$ cat config.mk
export PLATFORM = sky130hd
export DESIGN_NAME = nanosoc_apb_msgfifo
export DESIGN_NICKNAME = d
export VERILOG_FILES = /design/src/rtl/nanosoc_apb_msgfifo_pkg.sv /design/src/rtl/nanosoc_sync_fifo.sv /design/src/rtl/nanosoc_apb_msgfifo.sv
export SDC_FILE = /design/constraint.sdc
export NUM_CORES = 1
export LEC_CHECK = 0
export CELL_PAD_IN_SITES_DETAIL_PLACEMENT = 1
export CELL_PAD_IN_SITES_GLOBAL_PLACEMENT = 2
export CORE_UTILIZATION = 47
export CTS_CLUSTER_SIZE = 10
export DETAILED_ROUTE_END_ITERATION = 6
export DONT_BUFFER_PORTS = 1
export PLACE_DENSITY = 0.81
export SYNTH_ARGS = -nofsm -noshare
export SYNTH_HDL_FRONTEND = slang
export SYNTH_HIERARCHICAL = 1
export SYNTH_SLANG_ARGS = --single-unit
$ cat constraint.sdc
create_clock -name PCLK -period 7.7 [get_ports PCLK]
set_clock_uncertainty 0.2 [all_clocks]
set_input_delay 1.54 -clock PCLK [delete_from_list [all_inputs] [get_ports PCLK]]
set_output_delay 1.54 -clock PCLK [all_outputs]
set_load 0.005 [all_outputs]
$ cat src/rtl/nanosoc_apb_msgfifo_pkg.sv
// Shared register map, bit positions and sizing helper for the APB message FIFO.
package nanosoc_apb_msgfifo_pkg;

  // Word offsets within the 16-byte register window (PADDR[3:2])
  localparam logic [1:0] REG_DATA   = 2'd0;
  localparam logic [1:0] REG_STATUS = 2'd1;
  localparam logic [1:0] REG_CTRL   = 2'd2;
  localparam logic [1:0] REG_STICKY = 2'd3;

  localparam int ST_TX_FULL  = 0;
  localparam int ST_TX_EMPTY = 1;
  localparam int ST_RX_FULL  = 2;
  localparam int ST_RX_EMPTY = 3;
  localparam int ST_TX_CNT   = 8;
  localparam int ST_RX_CNT   = 12;

  localparam int CTRL_TX_IRQ_EN = 0;
  localparam int CTRL_RX_IRQ_EN = 1;
  localparam int CTRL_BLOCK_EN  = 2;

  localparam int STK_TX_OVERFLOW  = 0;
  localparam int STK_RX_UNDERFLOW = 1;
  localparam int STK_TIMEOUT      = 2;

  function automatic int count_w(input int depth);
    return $clog2(depth) + 1;
  endfunction

endpackage

$ cat src/rtl/nanosoc_sync_fifo.sv
// Single-clock FIFO with registered occupancy count; head reads 0 when empty.
module nanosoc_sync_fifo
  import nanosoc_apb_msgfifo_pkg::*;
#(
  parameter int DATA_W = 32,
  parameter int DEPTH  = 4
) (
  input  logic                      clk,
  input  logic                      rst_n,
  input  logic                      push,
  input  logic [DATA_W-1:0]         push_data,
  input  logic                      pop,
  output logic [DATA_W-1:0]         head,
  output logic                      full,
  output logic                      empty,
  output logic [count_w(DEPTH)-1:0] count
);

  localparam int CNT_W = count_w(DEPTH);
  localparam int PTR_W = $clog2(DEPTH);

  logic [DATA_W-1:0] mem [DEPTH];
  logic [PTR_W-1:0]  wr_ptr;
  logic [PTR_W-1:0]  rd_ptr;
  logic              do_push;
  logic              do_pop;

  assign full    = (count == CNT_W'(DEPTH));
  assign empty   = (count == '0);
  assign do_push = push & ~full;
  assign do_pop  = pop & ~empty;
  assign head    = empty ? '0 : mem[rd_ptr];

  // Pointers wrap naturally because DEPTH is a power of two
  always_ff @(posedge clk or negedge rst_n) begin
    if (!rst_n) begin
      wr_ptr <= '0;
      rd_ptr <= '0;
      count  <= '0;
    end else begin
      if (do_push) wr_ptr <= wr_ptr + 1'b1;
      if (do_pop)  rd_ptr <= rd_ptr + 1'b1;
      case ({do_push, do_pop})
        2'b10:   count <= count + 1'b1;
        2'b01:   count <= count - 1'b1;
        default: count <= count;
      endcase
    end
  end

  always_ff @(posedge clk) begin
    if (do_push) mem[wr_ptr] <= push_data;
  end

endmodule

$ cat src/rtl/nanosoc_apb_msgfifo.sv
// APB3 word mailbox: DATA writes feed the TX stream, RX stream feeds DATA reads.
// state    | meaning
// ST_IDLE  | no access stalled last cycle; wait count treated as zero
// ST_STALL | access is being held with PREADY=0; wait_cnt counts stalled cycles
module nanosoc_apb_msgfifo
  import nanosoc_apb_msgfifo_pkg::*;
#(
  parameter int APB_ADDR_W   = 12,
  parameter int APB_DATA_W   = 32,
  parameter int FIFO_DEPTH   = 4,
  parameter int WAIT_TIMEOUT = 16
) (
  input  logic                  PCLK,
  input  logic                  PRESETn,
  input  logic                  PSEL,
  input  logic                  PENABLE,
  input  logic                  PWRITE,
  input  logic [APB_ADDR_W-1:0] PADDR,
  input  logic [APB_DATA_W-1:0] PWDATA,
  output logic [APB_DATA_W-1:0] PRDATA,
  output logic                  PREADY,
  output logic                  PSLVERR,
  output logic                  TX_VALID,
  output logic [APB_DATA_W-1:0] TX_DATA,
  input  logic                  TX_READY,
  input  logic                  RX_VALID,
  input  logic [APB_DATA_W-1:0] RX_DATA,
  output logic                  RX_READY,
  output logic                  IRQ
);

  localparam int CNT_W = count_w(FIFO_DEPTH);

  typedef enum logic {ST_IDLE, ST_STALL} state_t;

  state_t                state, state_nxt;
  logic [7:0]            wait_cnt, wait_cnt_nxt, cur_wait;
  logic [2:0]            ctrl, sticky, sticky_set;
  logic                  irq_q;
  logic [APB_ADDR_W-3:0] word_addr;
  logic [1:0]            reg_sel;
  logic                  addr_ok, is_data, access, complete, bad, err_cond;
  logic                  tx_ovf, rx_udf, stall_req, timeout_hit;
  logic                  tx_push, tx_full, tx_empty, rx_pop, rx_full, rx_empty;
  logic [CNT_W-1:0]      tx_count, rx_count;
  logic [APB_DATA_W-1:0] rx_head, status, rdata;
  logic                  unused_paddr;

  assign unused_paddr = &{1'b0, PADDR[1:0]};

  assign word_addr = PADDR[APB_ADDR_W-1:2];
  assign reg_sel   = word_addr[1:0];
  assign addr_ok   = (word_addr[APB_ADDR_W-3:2] == '0);
  assign is_data   = addr_ok & (reg_sel == REG_DATA);
  assign access    = PSEL & PENABLE;
  assign bad       = ~addr_ok | (PWRITE & (reg_sel == REG_STATUS));

  // Full/empty come straight from registered counts, so a same-cycle stream pop never bypasses
  assign tx_ovf    = PWRITE & is_data & tx_full & ~ctrl[CTRL_BLOCK_EN];
  assign rx_udf    = ~PWRITE & is_data & rx_empty & ~ctrl[CTRL_BLOCK_EN];
  assign stall_req = access & is_data & ctrl[CTRL_BLOCK_EN] &
                     (PWRITE ? tx_full : rx_empty);

  assign cur_wait    = (state == ST_STALL) ? wait_cnt : 8'd0;
  assign timeout_hit = stall_req & (cur_wait == 8'(WAIT_TIMEOUT));

  assign PREADY   = ~stall_req | timeout_hit;
  assign complete = access & PREADY;
  assign err_cond = bad | tx_ovf | rx_udf | timeout_hit;
  assign PSLVERR  = complete & err_cond;

  assign tx_push = complete & ~err_cond & PWRITE & is_data;
  assign rx_pop  = complete & ~err_cond & ~PWRITE & is_data;

  always_comb begin
    state_nxt    = ST_IDLE;
    wait_cnt_nxt = 8'd0;
    if (stall_req && !timeout_hit) begin
      state_nxt    = ST_STALL;
      wait_cnt_nxt = cur_wait + 8'd1;
    end
  end

  always_comb begin
    status                      = '0;
    status[ST_TX_FULL]          = tx_full;
    status[ST_TX_EMPTY]         = tx_empty;
    status[ST_RX_FULL]          = rx_full;
    status[ST_RX_EMPTY]         = rx_empty;
    status[ST_TX_CNT +: 4]      = 4'(tx_count);
    status[ST_RX_CNT +: 4]      = 4'(rx_count);
  end

  always_comb begin
    rdata = '0;
    if (complete && !err_cond && !PWRITE) begin
      case (reg_sel)
        REG_DATA:   rdata = rx_head;
        REG_STATUS: rdata = status;
        REG_CTRL:   rdata = APB_DATA_W'(ctrl);
        default:    rdata = APB_DATA_W'(sticky);
      endcase
    end
  end
  assign PRDATA = rdata;

  always_comb begin
    sticky_set                   = '0;
    sticky_set[STK_TX_OVERFLOW]  = complete & tx_ovf;
    sticky_set[STK_RX_UNDERFLOW] = complete & rx_udf;
    sticky_set[STK_TIMEOUT]      = timeout_hit;
  end

  always_ff @(posedge PCLK or negedge PRESETn) begin
    if (!PRESETn) begin
      state    <= ST_IDLE;
      wait_cnt <= 8'd0;
      ctrl     <= '0;
      sticky   <= '0;
      irq_q    <= 1'b0;
    end else begin
      state    <= state_nxt;
      wait_cnt <= wait_cnt_nxt;
      if (complete && !err_cond && PWRITE && reg_sel == REG_CTRL)
        ctrl <= PWDATA[2:0];
      if (complete && !err_cond && PWRITE && reg_sel == REG_STICKY)
        sticky <= (sticky & ~PWDATA[2:0]) | sticky_set;
      else
        sticky <= sticky | sticky_set;
      irq_q <= (ctrl[CTRL_TX_IRQ_EN] & tx_empty) |
               (ctrl[CTRL_RX_IRQ_EN] & ~rx_empty) | (|sticky);
    end
  end
  assign IRQ = irq_q;

  nanosoc_sync_fifo #(.DATA_W(APB_DATA_W), .DEPTH(FIFO_DEPTH)) u_tx_fifo (
    .clk       (PCLK),
    .rst_n     (PRESETn),
    .push      (tx_push),
    .push_data (PWDATA),
    .pop       (TX_VALID & TX_READY),
    .head      (TX_DATA),
    .full      (tx_full),
    .empty     (tx_empty),
    .count     (tx_count)
  );
  assign TX_VALID = ~tx_empty;

  nanosoc_sync_fifo #(.DATA_W(APB_DATA_W), .DEPTH(FIFO_DEPTH)) u_rx_fifo (
    .clk       (PCLK),
    .rst_n     (PRESETn),
    .push      (RX_VALID & RX_READY),
    .push_data (RX_DATA),
    .pop       (rx_pop),
    .head      (rx_head),
    .full      (rx_full),
    .empty     (rx_empty),
    .count     (rx_count)
  );
  assign RX_READY = ~rx_full;

endmodule

# [Yosys cells after proc, flatten, opt, wreduce, memory -nomap -nowiden]
# Memories as Yosys holds them, arrays and structs flattened.
# Cells that the tools add are included.
[op_classes] n_addsub=9 mul=0 div_mod_pow=0 order_cmp=0 eq_ne=10 n_shift=0 muxes=15 bitwise_logic=50 reduce_logical=16
[op_table] op="two-way mux 32 bit" n=3
[op_table] op="one-hot mux 32 bit (3 select lines)" n=1
[op_table] op="AND 1 bit" n=30
[op_table] op="two-way mux 8 bit" n=2
[op_table] op="one-hot mux 3 bit (2 select lines)" n=2
[op_table] op="NOT 1 bit" n=9
[op_table] op="adder 2 x 1 -> 2 bit (second input constant)" n=4
[op_table] op="adder 8 x 1 -> 8 bit (second input constant)" n=1
[op_table] op="equality test 2 bit (second input constant)" n=4
[op_table] op="equality test 8 x 5 -> 1 bit (second input constant)" n=1
[op_table] op="logical NOT 8 bit" n=1
[op_table] op="OR 1 bit" n=7
[op_table] op="adder 3 x 1 -> 3 bit (second input constant)" n=2
[op_table] op="equality test 2 x 1 -> 1 bit (second input constant)" n=3
[op_table] op="equality test 3 bit (second input constant)" n=2
[op_table] op="logical AND 1 bit" n=6
[op_table] op="logical NOT 3 bit" n=2
[op_table] op="two-way mux 1 bit" n=6
[op_table] op="OR 3 bit" n=2
[op_table] op="subtractor 3 x 1 -> 3 bit (second input constant)" n=2
[op_table] op="nonzero test 2 bit" n=2
[op_table] op="AND 3 bit" n=1
[op_table] op="logical NOT 1 bit" n=3
[op_table] op="two-way mux 3 bit" n=1
[op_table] op="other kinds (3)" n=3
[word_totals] regBits=30 latch_bits=0 ramBits=256 rom_bits=0 in_bits=83 out_inout_bits=69 wordCells=113 memories=2
[memory_table] memory="u_rx_fifo.mem" depth=4 word_bits=32 read_ports=1 rd_ports_with_merged_regs=0 write_ports=1 line="nanosoc_sync_fifo.sv:22" rtl="logic [DATA_W-1:0] mem [DEPTH];"
[memory_table] memory="u_tx_fifo.mem" depth=4 word_bits=32 read_ports=1 rd_ports_with_merged_regs=0 write_ports=1 line="nanosoc_sync_fifo.sv:22"

# [Depth between registers and ports, before layout]
[depth] word_depth=15 mapped_depth=14

# [Hierarchy]
# Netlist, hierarchy kept.
[modules_own_cells] mod="nanosoc_sync_fifo at u_tx_fifo" instances=1 cells_per_inst=241 area_each_um2=5292.6
[modules_own_cells] mod="nanosoc_sync_fifo at u_rx_fifo" instances=1 cells_per_inst=241 area_each_um2=5291.3
[modules_own_cells] mod="nanosoc_apb_msgfifo" instances=1 cells_per_inst=156 area_each_um2=1336.3

# [Least setup slack after synthesis]
# No wires, ideal clock.
[synth_path] kind="input to output" start="in PADDR[9]" end="out PRDATA[11]" t_arrival_ps=3175 t_required_ps=5960 setup_slack_ps=2785 path_stages=5 path_buffers=1 cell_sequence="or4_4 or4_4 nor4_4 buf_6 and3_1"
[synth_via] elab_chain_cells=12 elab_cells_between_ends=24
[synth_rtl] item="start: declaration" line="nanosoc_apb_msgfifo.sv:18" rtl="input logic [APB_ADDR_W-1:0] PADDR,"
[synth_rtl] item="logical NOT 8 bit *" line="nanosoc_apb_msgfifo.sv:53" rtl="assign addr_ok = (word_addr[APB_ADDR_W-3:2] == '0);"
[synth_rtl] item="AND 1 bit" line="nanosoc_apb_msgfifo.sv:54" rtl="assign is_data = addr_ok & (reg_sel == REG_DATA);"
[synth_rtl] item="AND 1 bit (3 in series)" line="nanosoc_apb_msgfifo.sv:59" rtl="assign tx_ovf = PWRITE & is_data & tx_full & ~ctrl[CTRL_BLOCK_EN];"
[synth_rtl] item="OR 1 bit (3 in series)" line="nanosoc_apb_msgfifo.sv:69" rtl="assign err_cond = bad | tx_ovf | rx_udf | timeout_hit;"
[synth_rtl] item="logical NOT 1 bit" line="nanosoc_apb_msgfifo.sv:96" rtl="if (complete && !err_cond && !PWRITE) begin"
[synth_rtl] item="logical AND 1 bit * (2 in series)" line="nanosoc_apb_msgfifo.sv:96"
[synth_rtl] item="two-way mux 32 bit *" line="nanosoc_apb_msgfifo.sv:96"
[synth_rtl] item="end: declaration" line="nanosoc_apb_msgfifo.sv:20" rtl="output logic [APB_DATA_W-1:0] PRDATA,"
# Every way passes the cells marked *; elsewhere a longest branch is shown, timed or not.

# [Final worst setup path]
[layout_path] start="in PADDR[9]" end="out PRDATA[4]"
# Same word-level chain as after synthesis.

==> impl_metrics.toml <==
[placed_design]
pre_cts_slack_ps = 2500
place.gp.congestion = 0.811
place_inst = 938
dp_hpwl_mm = 14.7
port_buffers = 0

[synth]
synthArstFlopShare = 0.105
yosys.area_share.adder = 0.0160
yosys.area.top_type_share = 0.645
muxShareOfSynthArea = 0.135
synth_top_area_cell = "edfxtp_1"
yosysSeqAreaShare = 0.708
syn-num-nets = 735
synth_edf_count = 256
ys.flop_type = "edfxtp_1"
yosys.area_share.simple = 0.0936
synth_xor_area_frac = 0.0132
synth_cell_type_count = 42
synth-seq-cells = 286
synth_top_family_by_area = "multiplexers"
synth_cells = 638
ys_top_cells_by_area = "edfxtp_1, mux4_2, dfrtp_1"
synth_compound_area_frac = 0.00808
synth_area_per_cell_um2 = 18.7
yosysWarningCount = 6
syn_area_um2 = 11900

[timing]
hold_ws_ps = 279
setup_viol = 0
slew_headroom = 0.369
report.final.slew_viol_count = 0
setup_ws_ps = 2500
fmax_mhz = 192
worstMarginPinSlew_ps = 946
hold_viol = 0
rsz0062_at_grt = "false"
finalSetupTns_ps = 0
min_period_ps = 5200
finalCritPeriodShare = 0.676

[global_route]
grt_pass1_wl_mm = 37.1
grt_pass1_vias = 6473
globalRouteOverflowTotal = 0
grt_use_total = 0.190
antenna_found_initial = 0
grt_max_degree = 39

[route]
routed_via_density = 5.72
drt-initial-drc-count = 354
drc_errors = 0
first_pass_iters = 4
post_drt_wl_per_cell_um = 23.7
totalWireLength_mm = 23.8
detail-route-antenna-nets = 0
via_count = 5731

[floorplan]
die_area_um2 = 26000
die_w_um = 161
core_area_um2 = 24600
start_util = 0.484
rows = 57
fp.dieH_um = 161
top_level_ports = 152

[layout]
antenna_cells = 0
syn_to_final_growth_pct = 10.8
nets = 748
final_util = 0.537
fin_cells = 1002
drive_above_1_share = 0.208

[status]
status = "finished clean"

[setup_path]
cp_max_fo = 21
r2r-end = "u_rx_fifo/count[2]"
crit_path_start_kind = "input port"
r2r_setup_slack_ps = 3830
worst_ep_required_time_ps = 5960
cp.arrival_ps = 3460
startpoint = "PADDR[9]"
slowest_stage = "or4_4"
critical_path.cell_chain = "or4_4 > or4_4 > nor4_4 > buf_4 > and3_2"
reg2regPathDepth = 13
slowest_delay_ps = 530
timing.critical_path.mode_cell = "or4_4"
r2r_start = "u_tx_fifo/count[2]"
critPathKind = "input port to primary output"
cp-endpoint = "PRDATA[4]"
critPathCaptureType = "primary output"

[min_path]
holdCritStartpoint = "u_tx_fifo/rd_ptr[1]"
whs_path_depth = 1
min_path_type = "register to register"

[power_and_ir_drop]
power_density_nw_per_um2 = 316
worst_ir_drop_vdd_mv = 0.194
p_leak_uw = 0.00451

[clock_tree]
cts-htree-levels = 2
cts_sinks = 286
path_clk_slew_ps = 50
worstSkewPairLatency_ps = 520
post_cts_buffers = 0
root_buffer = "clkbuf_16"
cts_hold_buf = 0
cts_tree = "built"
numCtsBuffers = 35
clock_path_buffers = 3
cts_resized = 0

[run]
max_cap_viol_count = 0
layout make-up:
cell class,count,area (um2)
clock buffers,61,995
clock inverters,3,33.8
fillers,2204,11400
inverters,18,67.6
multi-input cells,302,3200
flip-flops and latches,286,8440
well taps,324,405
repair buffers,8,60.1
metal layers:
| layer | GRT usage | vias to the layer above | wire, um |
|---|---|---|---|
| met3 | 0.0537 | 41 | 1570 |
| met1 | 0.227 | 3012 | 9540 |
| met2 | 0.332 | 164 | 12100 |
| li1 | - | 2512 | - |
| met5 | 0.00947 | - | 27 |
| met4 | 0.0626 | 2 | 502 |
stage by stage:
stage | area [um2] | power (uW)
after floorplan | 11900 | 2570
after global placement | 12200 | 2710
after detailed placement | 12200 | 2750
after CTS | 13200 | 4230
after global routing | 13200 | 4360
final | 13200 | 4170
report_power, final:
part / internal [uW] / total [uW] / switching [uW]
combinational: 334 / 757 / 423
clock: 877 / 1470 / 592
sequential: 1880 / 1950 / 67.6
synth_stat cells, types with 5 or more instances:
cell / instances
edfxtp_1: 256
mux4_2: 63
nor2b_1: 60
dfrtp_1: 30
and3_1: 24
inv_1: 18
nor2_1: 16
and2_1: 15
ha_1: 12
nand2_1: 12
clkbuf_1: 11
and2b_1: 10
buf_2: 10
xor2_1: 10
xnor2_1: 8
a22oi_1: 7
and3_2: 7
nand3_1: 7
buf_6: 6
mux2_2: 6
nand4_1: 5
o21ai_0: 5
cell families after synthesis:
| group | Yosys count |
|---|---|
| flip-flops | 286 |
| buffers and inverters | 50 |
| adder cells (fa/ha/maj) | 14 |
| multiplexers | 75 |
| XOR/XNOR | 18 |
| AO/OA/AOI/OAI | 15 |
| AND/OR/NAND/NOR | 180 |
critical path: cells and delay by family:
| family | cells | cell delay [ps] |
|---|---|---|
| buffers and inverters | 1 | 330 |
| AND/OR/NAND/NOR | 4 | 1580 |
state kept, by name, summed over array words and instances, names as in the netlist, 2 cells and up:
register and cells:
u_rx_fifo/mem 128, u_tx_fifo/mem 128, wait_cnt 8, ctrl 3, sticky 3, u_rx_fifo/count 3, u_tx_fifo/count 3, u_rx_fifo/rd_ptr 2
u_rx_fifo/wr_ptr 2, u_tx_fifo/rd_ptr 2, u_tx_fifo/wr_ptr 2
worst min path at each step:
stage                                endpoint
after global routing      u_tx_fifo/rd_ptr[1]
after floorplan                           IRQ
after global placement    u_tx_fifo/rd_ptr[1]
after detailed placement  u_tx_fifo/rd_ptr[1]
after CTS                 u_tx_fifo/rd_ptr[1]
final                     u_tx_fifo/rd_ptr[1]
cells in the final DEF, fill, tap and decap left out, types with 4 or more instances in the layout:
| cell type | instances |
|---|---|
| edfxtp_1 | 256 |
| mux4_2 | 63 |
| nor2b_1 | 60 |
| clkbuf_16 | 36 |
| dfrtp_1 | 28 |
| clkbuf_1 | 25 |
| and3_1 | 24 |
| inv_1 | 18 |
| nor2_1 | 15 |
| nand2_1 | 12 |
| ha_1 | 12 |
| xor2_1 | 10 |
| and2b_1 | 10 |
| xnor2_1 | 8 |
| buf_4 | 8 |
| and2_2 | 8 |
| nand3_1 | 7 |
| and3_2 | 7 |
| a22oi_1 | 7 |
| and2_1 | 7 |
| mux2_2 | 6 |
| nand4_1 | 5 |
| o21ai_0 | 5 |
| mux4_1 | 4 |
(Power assumes the default switching activity.)
